[config.mk]
export PLATFORM = sky130hd
export DESIGN_NAME = latch_readback_flat
export DESIGN_NICKNAME = d
export VERILOG_FILES = /design/src/rtl/prism_cfg_pkg.sv /design/src/rtl/latch_readback_if.sv /design/src/rtl/prism_entry_mux.sv /design/src/rtl/latch_readback.sv /design/src/flat_wrapper.sv
export SDC_FILE = /design/constraint.sdc
export NUM_CORES = 1
export LEC_CHECK = 0
export ABC_AREA = 1
export BUFFER_PORTS_ARGS = -buffer_cell sky130_fd_sc_hd__buf_4
export CAP_MARGIN = 20
export CORE_AREA = 3 3 230 232
export DETAILED_ROUTE_END_ITERATION = 7
export DIE_AREA = 0 0 233 235
export PLACE_DENSITY = 0.44
export SLEW_MARGIN = 20
export SYNTH_ARGS = -nofsm -noshare
export SYNTH_HDL_FRONTEND = slang
export SYNTH_HIERARCHICAL = 1
export SYNTH_SLANG_ARGS = --single-unit
export TNS_END_PERCENT = 1
[constraint.sdc]
create_clock -name clk -period 1.9 [get_ports clk]
set_input_delay 0.285 -clock clk [delete_from_list [all_inputs] [get_ports clk]]
set_output_delay 0.285 -clock clk [all_outputs]
set_load 0.05 [all_outputs]
[src/rtl/prism_cfg_pkg.sv]
// Shared definitions for the PRISM configuration latch loader and readback engine:
// debug register addresses, index-width helper and readback state type.
package prism_cfg_pkg;

    localparam logic [5:0] CFG_LSB = 6'h10;
    localparam logic [5:0] CFG_MSB = 6'h14;
    localparam logic [5:0] RB_REQ  = 6'h18;
    localparam logic [5:0] RB_STAT = 6'h1C;

    function automatic int unsigned idx_bits(input int unsigned depth);
        if (depth > 16)
            return 5;
        else if (depth > 8)
            return 4;
        else
            return 3;
    endfunction

    typedef enum logic [1:0] {
        IDLE,
        ARM,
        SETTLE
    } rb_state_t;

endpackage

[src/rtl/latch_readback_if.sv]
// Debug register bus shared by the configuration latch loader and readback engine.
interface latch_readback_if;

    logic        debug_wr;
    logic        debug_rd;
    logic [5:0]  address;
    logic [31:0] data_in;
    logic [31:0] data_out;

    modport master (
        output debug_wr,
        output debug_rd,
        output address,
        output data_in,
        input  data_out
    );

    modport slave (
        input  debug_wr,
        input  debug_rd,
        input  address,
        input  data_in,
        output data_out
    );

endinterface

[src/rtl/prism_entry_mux.sv]
// Combinational DEPTH:1 selector of one WIDTH-bit entry from the flattened latch array.
module prism_entry_mux #(
    parameter int unsigned DEPTH    = 8,
    parameter int unsigned WIDTH    = 64,
    parameter int unsigned IDX_BITS = 3
) (
    input  logic [DEPTH*WIDTH-1:0] latch_q,
    input  logic [IDX_BITS-1:0]    index,
    output logic [WIDTH-1:0]       entry
);

    always_comb begin
        entry = '0;
        for (int unsigned i = 0; i < DEPTH; i++) begin
            if (index == IDX_BITS'(i))
                entry = latch_q[i*WIDTH +: WIDTH];
        end
    end

endmodule

[src/rtl/latch_readback.sv]
// Debug readback engine: captures one latch entry once the loader is idle and
// serves it as two 32-bit words, with optional auto-increment sweep.
module latch_readback
    import prism_cfg_pkg::*;
#(
    parameter int unsigned DEPTH = 8,
    parameter int unsigned WIDTH = 64
) (
    input  logic                   clk,
    input  logic                   rst_n,
    latch_readback_if.slave        dbg,
    input  logic                   loader_busy,
    input  logic [DEPTH*WIDTH-1:0] latch_q,
    output logic                   rb_busy
);

    localparam int unsigned IDX_BITS = idx_bits(DEPTH);

    rb_state_t           state;
    logic [IDX_BITS-1:0] index;
    logic                autoinc;
    logic [WIDTH-1:0]    hold_q;
    logic                valid;
    logic                err;
    logic                ovr;

    logic [WIDTH-1:0]    entry;
    logic                req_wr;
    logic                req_oob;
    logic                inc_rd;
    logic [IDX_BITS-1:0] next_index;
    logic [31:0]         status;

    prism_entry_mux #(
        .DEPTH    (DEPTH),
        .WIDTH    (WIDTH),
        .IDX_BITS (IDX_BITS)
    ) u_entry_mux (
        .latch_q (latch_q),
        .index   (index),
        .entry   (entry)
    );

    // The range check covers the whole index field below the autoinc bit, so an
    // index that aliases into range after truncation is still flagged.
    assign req_wr     = dbg.debug_wr && (dbg.address == RB_REQ);
    assign req_oob    = dbg.data_in[7:0] >= 8'(DEPTH);
    assign inc_rd     = dbg.debug_rd && (dbg.address == CFG_MSB) && autoinc && valid;
    assign next_index = (index == IDX_BITS'(DEPTH - 1)) ? '0 : index + 1'b1;

    always_ff @(posedge clk or negedge rst_n) begin
        if (!rst_n) begin
            state   <= IDLE;
            index   <= '0;
            autoinc <= 1'b0;
            hold_q  <= '0;
            valid   <= 1'b0;
            err     <= 1'b0;
            ovr     <= 1'b0;
            rb_busy <= 1'b0;
        end else begin
            case (state)
                IDLE: begin
                    if (req_wr) begin
                        ovr <= 1'b0;
                        if (req_oob) begin
                            err <= 1'b1;
                        end else begin
                            index   <= dbg.data_in[IDX_BITS-1:0];
                            autoinc <= dbg.data_in[8];
                            err     <= 1'b0;
                            valid   <= 1'b0;
                            rb_busy <= 1'b1;
                            state   <= ARM;
                        end
                    end else if (inc_rd) begin
                        index   <= next_index;
                        err     <= 1'b0;
                        valid   <= 1'b0;
                        rb_busy <= 1'b1;
                        state   <= ARM;
                    end
                end
                ARM: begin
                    if (req_wr)
                        ovr <= 1'b1;
                    if (!loader_busy)
                        state <= SETTLE;
                end
                SETTLE: begin
                    if (req_wr)
                        ovr <= 1'b1;
                    if (!loader_busy) begin
                        hold_q  <= entry;
                        valid   <= 1'b1;
                        rb_busy <= 1'b0;
                        state   <= IDLE;
                    end else begin
                        state <= ARM;
                    end
                end
                default: state <= IDLE;
            endcase
        end
    end

    always_comb begin
        status               = '0;
        status[0]            = valid;
        status[1]            = rb_busy;
        status[2]            = autoinc;
        status[3]            = err;
        status[4]            = ovr;
        status[8 +: IDX_BITS] = index;
    end

    always_comb begin
        dbg.data_out = '0;
        case (dbg.address)
            CFG_LSB: dbg.data_out = hold_q[31:0];
            CFG_MSB: dbg.data_out = 32'(hold_q >> 32);
            RB_STAT: dbg.data_out = status;
            default: dbg.data_out = '0;
        endcase
    end

endmodule

[src/flat_wrapper.sv]
// flat-port wrapper written by rule: the top's interface ports become plain ports
module latch_readback_flat import prism_cfg_pkg::*;
#(
    parameter int unsigned DEPTH = 8,
    parameter int unsigned WIDTH = 64
)
  (clk, rst_n, loader_busy, latch_q, rb_busy, dbg_debug_wr, dbg_debug_rd, dbg_address, dbg_data_in, dbg_data_out);
  latch_readback_if dbg_i ();
  input  logic clk;
  input  logic rst_n;
  input  logic loader_busy;
  input  logic [DEPTH*WIDTH-1:0] latch_q;
  output logic rb_busy;
  input wire logic [$bits(dbg_i.debug_wr)-1:0] dbg_debug_wr;
  input wire logic [$bits(dbg_i.debug_rd)-1:0] dbg_debug_rd;
  input wire logic [$bits(dbg_i.address)-1:0] dbg_address;
  input wire logic [$bits(dbg_i.data_in)-1:0] dbg_data_in;
  output wire logic [$bits(dbg_i.data_out)-1:0] dbg_data_out;
  assign dbg_i.debug_wr = dbg_debug_wr;
  assign dbg_i.debug_rd = dbg_debug_rd;
  assign dbg_i.address = dbg_address;
  assign dbg_i.data_in = dbg_data_in;
  assign dbg_data_out = dbg_i.data_out;
  latch_readback #(.DEPTH(DEPTH), .WIDTH(WIDTH)) u_core (.clk(clk), .rst_n(rst_n), .dbg(dbg_i), .loader_busy(loader_busy), .latch_q(latch_q), .rb_busy(rb_busy));
endmodule
; Yosys cells after proc, flatten, opt, wreduce, memory -nomap -nowiden
; Index checks and enable logic that the tools add are counted.
[totals]
regBits = 74
input_bits = 555
out_inout_bits = 33
word_cells = 83
[classes]
addsub = 1
n_lt_le_gt_ge = 1
n_eq_ne = 20
mux = 34
n_bitwise = 2
n_reduce_logical = 17
[ops]
columns = cell, count
row1 = 2-to-1 mux 64 bit, 8
row2 = case mux 32 bit (3 select lines), 1
row3 = == test 6 x 5 -> 1 bit (second input constant), 4
row4 = 2-to-1 mux 1 bit, 13
row5 = == test 3 bit (second input constant), 4
row6 = 2-to-1 mux 3 bit, 4
row7 = AND reduction 3 bit, 4
row8 = greater-or-equal comparator 8 x 4 -> 1 bit (second input constant), 1
row9 = 2-to-1 mux 2 bit, 4
row10 = == test 3 x 2 -> 1 bit (second input constant), 2
row11 = != test 2 bit (second input constant), 3
row12 = case mux 1 bit (2 select lines), 3
row13 = case mux 2 bit (3 select lines), 1
row14 = nonzero test 2 bit, 3
row15 = logical AND 1 bit, 4
row16 = != test 2 x 1 -> 1 bit (second input constant), 2
row17 = AND reduction 2 bit, 2
row18 = AND reduction 4 bit, 1
row19 = adder 3 x 1 -> 3 bit (second input constant), 1
row20 = == test 3 x 1 -> 1 bit (second input constant), 1
row21 = zero test 3 bit, 1
row22 = != test 3 x 1 -> 1 bit (second input constant), 1
row23 = != test 3 bit (second input constant), 1
row24 = == test 2 x 1 -> 1 bit (second input constant), 1
row25 = 4 further kinds, 5

; Longest topological paths before layout
; Gate-level depths: netlist (run 1).
[depth]
depth_word = 9
mapped_depth = 9
depth_no_buf = 8

; By module
; Netlist (run 1), hierarchy kept.
[by_module_without_submodules]
columns = module, instances, cells_each, area_each_um2, seq_area_each_um2
row1 = prism_entry_mux, 1, 877, 4229.1, 0.0
row2 = latch_readback, 1, 300, 3717.3, 1851.8

; Worst setup path before layout (run 1)
; Ideal clock, no wire load.
[synth_path]
path_kind = register to register
start = register u_core.index[0]
end = register u_core.hold_q[10]
setup_ns = 0.125
arrival_time_ns = 1.538
required_time_ns = 1.775
slack_ns = 0.236
stages_incl_launch_ff = 8
n_path_buf = 1
period_less_slack_ns = 1.664
path_cell_list = dfrtp_1 > nor2_1 > nand2_1 > clkbuf_1 > nor2_1 > nor2_1 > nand4_1 > mux2_4
[synth_via]
elab_chain_cells = 9
word_cells_on_any_way = 16
classes_between = 7 x eq/ne / 8 x mux / 1 x reduce/logical
[synth_lines]
columns = element, line_no
row1 = from (decl), latch_readback.sv:20  ; logic [IDX_BITS-1:0] index;
row2 = from (signal assigned), latch_readback.sv:69  ; index <= dbg.data_in[IDX_BITS-1:0];
row3 = from (signal assigned), latch_readback.sv:77  ; index <= next_index;
row4 = zero test 3 bit, prism_entry_mux.sv:15  ; if (index == IDX_BITS'(i))
row5 = 2-to-1 mux 64 bit (7 in a row), prism_entry_mux.sv:15
row6 = 2-to-1 mux 64 bit (*), prism_entry_mux.sv:15
row7 = named net u_core.entry[10], latch_readback.sv:27  ; logic [WIDTH-1:0] entry;
row8 = to (signal assigned), latch_readback.sv:94  ; hold_q <= entry;
row9 = to (decl), latch_readback.sv:22  ; logic [WIDTH-1:0] hold_q;
; The timed path passes the listed nets; every way through them passes the cells marked *.
; A chain may end at the register's enable or synchronous reset.

; Final worst setup path (run 1)
[layout_path]
start = register u_core.index[0]
end = register u_core.hold_q[9]
; Same word-level chain as after synthesis.

==> results summary, run 1 <==
The largest individual stage delay along the critical path comes from the cell dfrtp_4. The post-route core utilization is 0.279. Sorting the synthesized cells by area gives the leading types as nand4_1 (26%), dfrtp_1 (23%), nand2_1 (12%).

The number of pins with negative max-slew slack in the final report was 0. TritonCTS built the clock tree. Clock latency on the worst-skew pair, taken at its later pin, is 360 ps. The share of synthesized flip-flops with an asynchronous set or reset is 1.00. In this run the remaining antenna-violating nets after routing total 0. The dominant cell type by area after synthesis is nand4_1. The setup violation total in the final timing report came out at 30. The number of detailed-route iterations in the first pass is 5. The CTS buffer count is 9. Of the available clock period, the critical path in the final layout requires 1.07.

The starting DRC count in detailed routing is 688. Grouping stages by cell kind, the critical path spends the most delay in simple AND/OR/NAND/NOR gates. The floorplan has 83 rows.

The die span in x is 233 um. Timing would allow up to 0.492 GHz. The time the final worst path needs with I/O delays and setup came out at 2030 ps. The maximum number of pins on one net before global-route repair is 47. The arrival time of the worst setup path came out at 2270 ps.

The dominant synthesized flop cell is dfrtp_1. The peak supply drop came out at 0.451 mV. The via count of the first global-routing pass is 11368. The final instance count without filler cells is 2436. The sequential area share after synthesis came out at 0.233. The worst setup path is launched from a register.

The final routed DRC violation total came out at 0. The post-layout net count is 2311. The power per standard cell area is 572 nW/um^2. The number of warnings reported in the yosys synthesis log is 6. The sink count of the clock tree is 74.

The signal on the critical path passes through buf_8, buf_16, buf_12, nand4_1, nand4_1, nor2_2, nand4_1, mux2_4. The routed layout has 11209 vias. The final worst-path setup slack came out at -131 ps. The worst path required time came out at 2140 ps. The root buffer cell chosen for the clock tree is clkbuf_16. The number of placed instances with taps included is 2400. The run finished, with violations left.

The number of buffer and inverter instances along the worst setup path is 3. The initial standard-cell utilization of the core came out at 0.155. After detailed routing, the average wire length per cell comes to 23.3 um. The biggest fanout along the worst timing path is 8. The total length of routed wires came out at 56.7 mm.

The maximum level of the CTS H-tree came out at 3. The leakage component of the power came out at 6.91 nW. The worst hold path belongs to the class in -> reg. The number of antenna violations at the first check in global routing is 3. The final reports fail on negative setup slack. STA classifies the critical path endpoint as a register. The detailed-route vias per instance is 4.60. Synthesis produced 1177 cells. The die covers 54800 sq um. The cell area after technology mapping is 7950 sq um. The layout cell share with drive strength beyond 1 came out at 0.450. The synthesized area per cell came out at 6.75 sq um. The most numerous cell type found on the critical path is nand4_1. The first-pass GRT wire length is 79.0 mm. The cell area after placement is 13500 sq um. The fraction of synthesized cell area taken by the top area cell type came out at 0.255. The synthesized design contains 0 enable-type register cells.

The total of buffers placed on input and output ports came out at 564. The synthesized net count is 1739. The maximum root-to-sink buffer count is 2. The clock transition at the registers of the reported paths is 70 ps. The final setup skew is 9.84 ps.

The placer's final routability congestion estimate is 0.878. Once detailed placement completed, the half-perimeter wirelength came to 46.1 mm. The commonest cells after synthesis are nand4_1 (324), nand2_1 (248), nor2_1 (142). The design area came out at 14300 sq um.

In this design, the stage delay of the slowest critical-path cell is 510 ps. The worst slew margin relative to its limit came out at 0.632. Relative to the synthesized area, the layout overhead comes to 79.7%.

Setup repair after global routing could not meet its margin everywhere. The setup slack after placement came out at -391 ps. The placeable core area came out at 51200 sq um. The number of distinct library cells after synthesis is 26.

The number of max-cap violations came out at 0. The number of primary I/O pins came out at 588. The final number of hold-violating endpoints came out at 0. The slew at the pin with the worst max-slew slack came out at 550 ps. The overall routing resource usage came out at 0.197. The height of the die is 235 um. After synthesis the netlist holds a flip-flop and latch count of 74. In the post-synthesis netlist, the cell with the most instances is nand4_1. The final global-route overflow total is 0. The critical path is of the reg -> reg type.
==> stage by stage <==
stage	hold WS (ps)	setup TNS, ps	power, mW
after floorplan	-10.6	0	4.46
after global placement	290	-17850	6.39
after detailed placement	290	-13610	6.41
after CTS	158	-2620	8.35
after global routing	171	-4920	8.69
final	176	-1560	8.17
==> layer usage <==
metal | share of wire | GRT usage | vias up
met2 | 0.51 | 0.358 | 509
met1 | 0.40 | 0.237 | 5269
li1 | - | - | 5384
met3 | 0.074 | 0.0392 | 45
met4 | 0.018 | 0.0457 | 2
met5 | 0.00019 | 0 | -
==> cell families (layout without fill, tap and decap cells) <==
family / count (synthesis) / in the layout / synth area share
other: 0 / 2 / 0
buffers and inverters: 198 / 775 / 0.108
AND/OR/NAND/NOR: 800 / 800 / 0.499
adder cells (fa/ha/maj): 7 / 7 / 0.0110
AO/OA/AOI/OAI: 34 / 34 / 0.0346
multiplexers: 64 / 64 / 0.114
flip-flops: 74 / 74 / 0.233
==> power by group <==
part           total, mW  internal, mW  switching (mW)
Combinational       3.15          2.00            1.14
Sequential          3.21          2.32           0.889
Clock               1.82          1.06           0.760
==> worst min-delay path, delay by kind of cell <==
| kind | cells | cell delay (ps) |
|---|---|---|
| AOI/OAI and AO/OA | 1 | 50 |
| buffers and inverters | 2 | 160 |
==> sequential cells by signal, summed over array words and instances (netlist names) <==
name	cells
u_core/hold_q	64
u_core/index	3
u_core/state	2
u_core/autoinc	1
u_core/err	1
u_core/ovr	1
u_core/rb_busy	1
u_core/valid	1
==> worst paths after layout <==
check	end	startpoint	slack [ps]	cells after the start
hold reg to reg	u_core/ovr	u_core/ovr	510	2
min in group asynchronous	u_core/hold_q[5]	rst_n	460	2
setup / recovery	u_core/hold_q[9]	u_core/index[0]	-130	8
setup reg to reg	u_core/hold_q[9]	u_core/index[0]	-130	8
max in group asynchronous	u_core/hold_q[26]	rst_n	870	3
hold / removal	u_core/autoinc	dbg_data_in[8]	180	3
==> layout make-up <==
class,instances,area [sq um]
Inverter,83,319
Clock buffer,10,239
Clock inverter,6,65.1
Fill cell,5720,36900
Timing Repair Buffer,676,5630
Antenna cell,2,5.00
Multi-Input combinational cell,905,5320
Sequential cell,74,1860
Tap cell,680,851
==> cells in the final DEF, fill, tap and decap left out, drive strengths merged <==
cell	n
a21oi	3
buf	673
nor2	143
diode	2
dlygate4sd3	1
bufinv	1
bufbuf	2
nand2	248
o2bb2ai	1
o21ai	3
ha	7
inv	84
a22oi	3
a22o	24
clkbuf	10
nand4	324
or2	1
mux2	64
nand3	78
dfrtp	74
clkinvlp	1
clkinv	3
nand3b	2
nor3	4
==> repair_timing <==
action	4_1_cts	5_1_grt
setup endpoints to repair	67	74
resized for setup	47	17
pin swaps	11	16
gates cloned	4	0
endpoints found under the hold margin	23	0
hold buffers	1	0
buffers inserted	12	1
(Power assumes the default switching activity.)
==> run 2: changes to the inputs <==
CORE_AREA = 2 2 229 231   (was 3 3 230 232)
DIE_AREA = 0 0 231 233   (was 0 0 233 235)
==> run 2 against run 1 <==
The flow still finishes with violations (negative setup slack). Setup slack improved by 1.1 ps. First-iteration DRC count grew 7.7%. Combinational power is 2% lower. Sequential cell count is the same. Routed wire length up 0.71%. Power increased by 0.79%. Via count increased by 1.2%. Global-route usage is 0.61 points higher. Highest routed layer is now met4. Largest cell class unchanged.
==> results summary, run 2 (synthesis results as in run 1) <==
The run finished, with violations left. The final reports fail on negative setup slack. For the final database, setup skew stands at 8.38 ps. The worst register-to-register path has a setup slack of -130 ps. Counting the buffers created by CTS gives 9.

The peak supply drop came out at 0.351 mV. Ranked by flip-flop count, first place goes to u_core/hold_q. The leakage component of the power is 6.83 nW. The number of antenna violations at the first check in global routing was 1. The floorplan step defined a die boundary enclosing 53800 sq um. The instance count along the most critical hold path came out at 3.

The largest registers in the layout are u_core/hold_q: 64 flops, u_core/index: 3 flops, u_core/state: 2 flops. STA classifies the critical path startpoint as a register. In the layout the commonest cells are buf_4 (593), nand4_1 (324), nand2_1 (244), nor2_1 (127), inv_1 (78). The number of pins with negative max-slew slack in the final report came out at 0. The layout cell share with drive strength beyond 1 is 0.439.

The overall routing resource usage is 0.203. The final routed DRC violation total is 0. The time the final worst path needs with I/O delays and setup is 2030 ps. The count of cells along the worst register-to-register path came out at 9. Leaving out fill and tap cells, the most frequent cell in the layout is buf_4. Walking the worst path, the cells encountered are buf_8, nor2_4, buf_12, nand3_1, nand4_1, nor2_2, buf_6, nand4_1, mux2_4. The final setup TNS is -780 ps. The initial utilization of the core area, before any placement, comes to 0.156. In the finished design, the share of the clock period the worst path needs comes to 1.07. The worst slew margin relative to its limit came out at 0.624.

The met3 routing resource usage after global routing is 0.0401. During I/O placement, the number of pins put on the boundary was 588. In this run the deepest clock path goes through 2 buffers. The number of flip-flops in the largest register is 64. Clock-pin slew was measured on the worst setup and hold paths at 60 ps. The largest stage delay on the critical path is 420 ps. For this design, the slowest cell found on the critical path is dfrtp_4.

The via count is 11339. The reg-to-reg endpoint is u_core/hold_q[8]. The startpoint identified for the worst hold timing path is dbg_data_in[8].

The design area came out at 14100 sq um. The number of max-cap violations came out at 0. The type of the worst setup path is reg -> reg. The area growth from synthesis to layout came out at 77.8%. Setup slack on the critical path of the routed design comes to -130 ps. Setup repair after global routing could not meet its margin everywhere.

The number of nets with antenna violations after detailed routing came out at 0. The via count of the first global-routing pass is 11431. The tree is rooted in a clkbuf_16. The first global-routing pass estimated 79.2 mm of wire.

STA classifies the critical path endpoint as a register. The sum of net half-perimeters after detailed placement came out at 43.6 mm. During placement, the flow inserted port buffers numbering 564. The arrival time of the worst setup path is 2280 ps.

After detailed routing, the number of vias per cell comes to 4.72. The worst hold path belongs to the class in -> reg. In the global route stage, met2 resource usage came out at 0.361. The sink count of the clock tree is 74. The average wire per cell in the routed design is 23.8 um. The number of detailed-route iterations in the first pass came out at 6. The routing layer with the top usage in global route is met2.

The slew at the pin with the worst max-slew slack is 565 ps. The cell area after placement is 13300 sq um. The total length of routed wires is 57.1 mm. The placer's final routability congestion estimate came out at 0.945. The power per standard cell area came out at 583 nW/um^2. The starting DRC count in detailed routing came out at 741. The number of placement rows is 83.

For this run, global-route usage on met1 was measured as 0.249. The final global-route overflow total is 0. Entering global routing, the biggest net connects 68 pins. The height of the die came out at 233 um. The worst hold path terminates at u_core/autoinc. The setup violation total in the final timing report came out at 20. The final number of hold-violating endpoints is 0. The maximum achievable frequency is 0.493 GHz. The post-layout net count came out at 2278.

The die is 231 um wide. For the worst setup path, the data required time is 2150 ps. TritonCTS built the clock tree. The biggest fanout along the worst timing path came out at 36. Counting stages on the worst path, the most repeated cell is nand4_1. The region available for standard cell placement spans 51100 sq um. The maximum level of the CTS H-tree is 3. The insertion delay to the later sink of the worst-skew pair came out at 370 ps.

The reg-to-reg critical path startpoint is u_core/index[0].
run 2: changes by cell type in the layout (fill, tap and decap cells not counted), moves of 4 or more:
cell	before	now
nor2_2	17	13
buf_12	26	19
buf_4	624	593
buf_16	4	9
nor2_1	122	127
run 2: worst max-delay path by stage:
stage | start | endpoint | slack, ps | cells after the start
6_report | u_core/index[0] | u_core/hold_q[8] | -130 | 9
2_1_floorplan | u_core/index[0] | u_core/hold_q[10] | 240 | 7
3_5_place_dp | u_core/index[2] | u_core/hold_q[3] | -280 | 9
3_3_place_gp | u_core/index[1] | u_core/hold_q[27] | -530 | 5
4_1_cts | u_core/index[1] | u_core/hold_q[0] | -80 | 7
5_1_grt | u_core/index[0] | u_core/hold_q[0] | -130 | 8
run 2: cell type report:
class | instances | area [sq um]
repair buffers | 643 | 5460
clock inverters | 2 | 35.0
well taps | 680 | 851
flip-flops and latches | 74 | 1860
inverters | 83 | 327
multi-input cells | 905 | 5310
clock buffers | 14 | 274
fillers | 5637 | 37000
diodes | 2 | 5.00
run 2: report_power, final:
| part | switching [mW] | total [mW] | internal (mW) |
|---|---|---|---|
| Sequential | 0.969 | 3.29 | 2.32 |
| Combinational | 1.13 | 3.10 | 1.97 |
| Clock | 0.724 | 1.85 | 1.12 |
| Total | 2.82 | 8.24 | 5.42 |
run 2: metal layers:
metal / share of wire / wire [um] / up-vias
met5: 0 / 0 / -
met4: 0.022 / 1240 / 0
met3: 0.073 / 4170 / 64
met2: 0.50 / 28400 / 552
met1: 0.41 / 23300 / 5413
li1: - / - / 5310
run 2: per-stage QoR:
step	std cells	setup slack, ps	power [mW]	hold slack (ps)	util
after global placement	2372	-532	6.41	280	0.261
after global routing	2401	-125	8.72	180	0.276
final	2403	-130	8.24	165	0.276
after detailed placement	2374	-277	6.43	281	0.261
after floorplan	1177	236	4.46	-10.6	-
after CTS	2402	-78.8	8.40	140	0.275
run 2: timing repair:
item,CTS,global route
setup buffers,4,0
hold buffers,1,0
pin swaps,11,13
endpoints found under the setup margin,50,69
endpoints found under the hold margin,27,0
gates cloned,9,1
gates resized for setup,32,19
run 2: critical path: cells and delay by family (launching register included):
kind / cells / cell delay [ps]
DFF: 1 / 420
and+or+nand+nor: 5 / 660
buffers and inverters: 3 / 520
muxes: 1 / 260
==> run 3: changes to the inputs <==
REMOVE_ABC_BUFFERS = 1   (was not set)
==> run 3 against run 2 <==
The flow now finishes without violations. Die area stayed put. First-iteration DRC count is 26% lower. Clock power is 11% higher. Critical path type unchanged. Sequential cell count stayed put. Critical endpoint is now u_core/hold_q[13]. Register-to-register slack better by 150 ps.
==> results summary, run 3 (synthesis results as in run 1) <==
The final setup TNS came out at 0 ps. The largest register by flop count is u_core/hold_q. The area growth from synthesis to layout came out at 73.7%. The maximum number of pins on one net before global-route repair is 101. The number of placement rows is 83. The number of pins with negative max-slew slack in the final report is 0. The cell area after placement came out at 13200 sq um. The overall routing resource usage came out at 0.165. The first-pass GRT wire length came out at 67.5 mm. The final worst-path cycle share is 0.989. In the final layout, the registers with the most flip-flops are u_core/hold_q: 64 flops, u_core/index: 3 flops, u_core/state: 2 flops. The flow ran to the end, and the final reports show no timing, DRC or antenna violations. The arrival time of the worst setup path is 2120 ps.

The switching power is 2.28 mW. The layout cell share with drive strength beyond 1 came out at 0.431. The via count is 11043. The CTS buffer count came out at 9. The post-layout net count is 2269. The number of nets with antenna violations after detailed routing is 0. The maximum level of the CTS H-tree is 3. The die span in x is 231 um. In the routed design, unresolved DRC markers number 0. The starting DRC count in detailed routing is 551. At the pin with the least slew margin, the transition time is 575 ps.

The detailed-route vias per instance is 4.61. The routed design has 46.2 mm of wire. Of the total power, the clock network draws 0.264. The die covers 53800 sq um. For this run, the top clock speed supported by timing is 0.532 GHz. The total power consumption of the routed design is 7.82 mW.

Input and output buffers added on the ports amount to 564. Across the routed clock network, the largest skew measured is 7.05 ps. The via count of the first global-routing pass is 11271. The internal power of the cells came out at 5.54 mW. The worst hold margin came out at 159 ps. In the layout the commonest cells are buf_4 (601), nand4_1 (324), nand2_1 (246), nor2_1 (135). The insertion delay to the later sink of the worst-skew pair is 360 ps. The setup violation total in the final timing report is 0. For this run, the detailed router's first-pass iteration total came to 5. The placer's final routability congestion estimate is 0.838.

The sum of net half-perimeters after detailed placement is 35.1 mm. The final number of hold-violating endpoints is 0. The clock transition at the registers of the reported paths came out at 60 ps. The maximum root-to-sink buffer count is 2.

The number of placed instances with taps included is 2367. The number of primary I/O pins is 588. Setup repair after global routing could not meet its margin everywhere. The min-delay analysis places its worst path in the category in -> reg.

The height of the die is 233 um. Of the total power, combinational logic draws 0.380. The worst setup path is of the reg -> reg kind. Excluding fillers, the count of instances in the completed layout stands at 2393. VDD sags by at most 0.440 mV. The sequential cell fraction of total power is 0.356. The category of the worst setup path launch point is a register.

The final global-route overflow total came out at 0. Measured in cells, the most critical reg-to-reg path has a length of 8. After detailed routing, the average wire length per cell comes to 19.3 um.

The sink count of the clock tree came out at 74. The design area is 13800 sq um. The placeable core area is 51100 sq um. At the worst endpoint, the required time is 2140 ps. TritonCTS built the clock tree. The number of max-cap violations is 0. The clock tree root buffer cell is clkbuf_16. The net switching fraction of the power is 0.292. The power per standard cell area is 567 nW/um^2. The number of antenna violations at the first check in global routing came to 3. The time the final worst path needs with I/O delays and setup came out at 1880 ps. The leakage component of the power came out at 6.67 nW.

The instance count along the most critical hold path is 3. The worst slew margin relative to its limit is 0.617. The number of flip-flops in the largest register is 64.

The initial utilization of the core area, before any placement, comes to 0.156. Along the worst path, the maximum fanout reaches 96. The library cell used most frequently in the layout, excluding fill and tap cells, is buf_4. The worst setup path is captured at a register.

The filler cells instantiated in the layout total 5667.
-- run 3: cell count changes in the layout (fill, tap and decap cells not counted), moves of 4 or more --
cell    change
nor2_1      +8
nor2_2      -6
buf_4       +8
buf_8       -4
buf_16      -8
buf_12      +5
buf_6       -6
-- run 3: repair_timing --
action,CTS,global route
hold buffers,1,0
gates resized for setup,14,16
setup buffers,3,3
endpoints found under the hold margin,74,0
endpoints found under the setup margin,58,59
gates cloned,2,0
pin swaps,3,3
-- run 3: layer usage --
layer / vias up / GRT usage / wire length [um]
li1: 5283 / - / -
met1: 5261 / 0.206 / 19900
met2: 441 / 0.283 / 22000
met3: 54 / 0.0365 / 3150
met4: 4 / 0.0514 / 1010
met5: - / 0 / 28
-- run 3: critical path, cell delays in order (launching register included) --
cell     delay, ps
dfrtp_2        410
inv_8           80
buf_12         190
buf_4          280
nand4_1         80
nand4_1        110
nor2_1         100
nand4_1         90
mux2_4         280
-- run 3: worst paths after layout --
kind,startpoint,slack (ps),end
hold / removal,dbg_data_in[8],160,u_core/autoinc
hold reg to reg,u_core/ovr,500,u_core/ovr
setup / recovery,u_core/index[2],20,u_core/hold_q[13]
min in group asynchronous,rst_n,420,u_core/hold_q[2]
setup reg to reg,u_core/index[2],20,u_core/hold_q[13]
max in group asynchronous,rst_n,900,u_core/index[0]
-- run 3: area by class of cell --
type	instances	area (sq um)	share of cell area
flip-flops and latches	74	1860	0.135
well taps	680	851	0.0616
diodes	1	2.50	0.000181
inverters	83	322	0.0233
clock buffers	9	225	0.0163
repair buffers	634	5150	0.373
clock inverters	7	118	0.00852
multi-input cells	905	5270	0.382
-- run 3: power groups by stage --
stage	combinational [mW]	clock (mW)	sequential [mW]
after floorplan	1.73	0	2.68
after global routing	3.24	2.23	2.87
after detailed placement	2.98	0	2.81
final	2.98	2.06	2.79
after CTS	3.00	2.18	2.79
after global placement	2.93	0	2.79
-- run 3: per-stage QoR --
| stage | worst slack, ps | utilization |
|---|---|---|
| 3_5_place_dp | -119 | 0.259 |
| 2_1_floorplan | -4400 | - |
| 3_3_place_gp | -125 | 0.259 |
| 4_1_cts | -2.97 | 0.269 |
| 5_1_grt | -55.4 | 0.270 |
| 6_report | 20.9 | 0.270 |
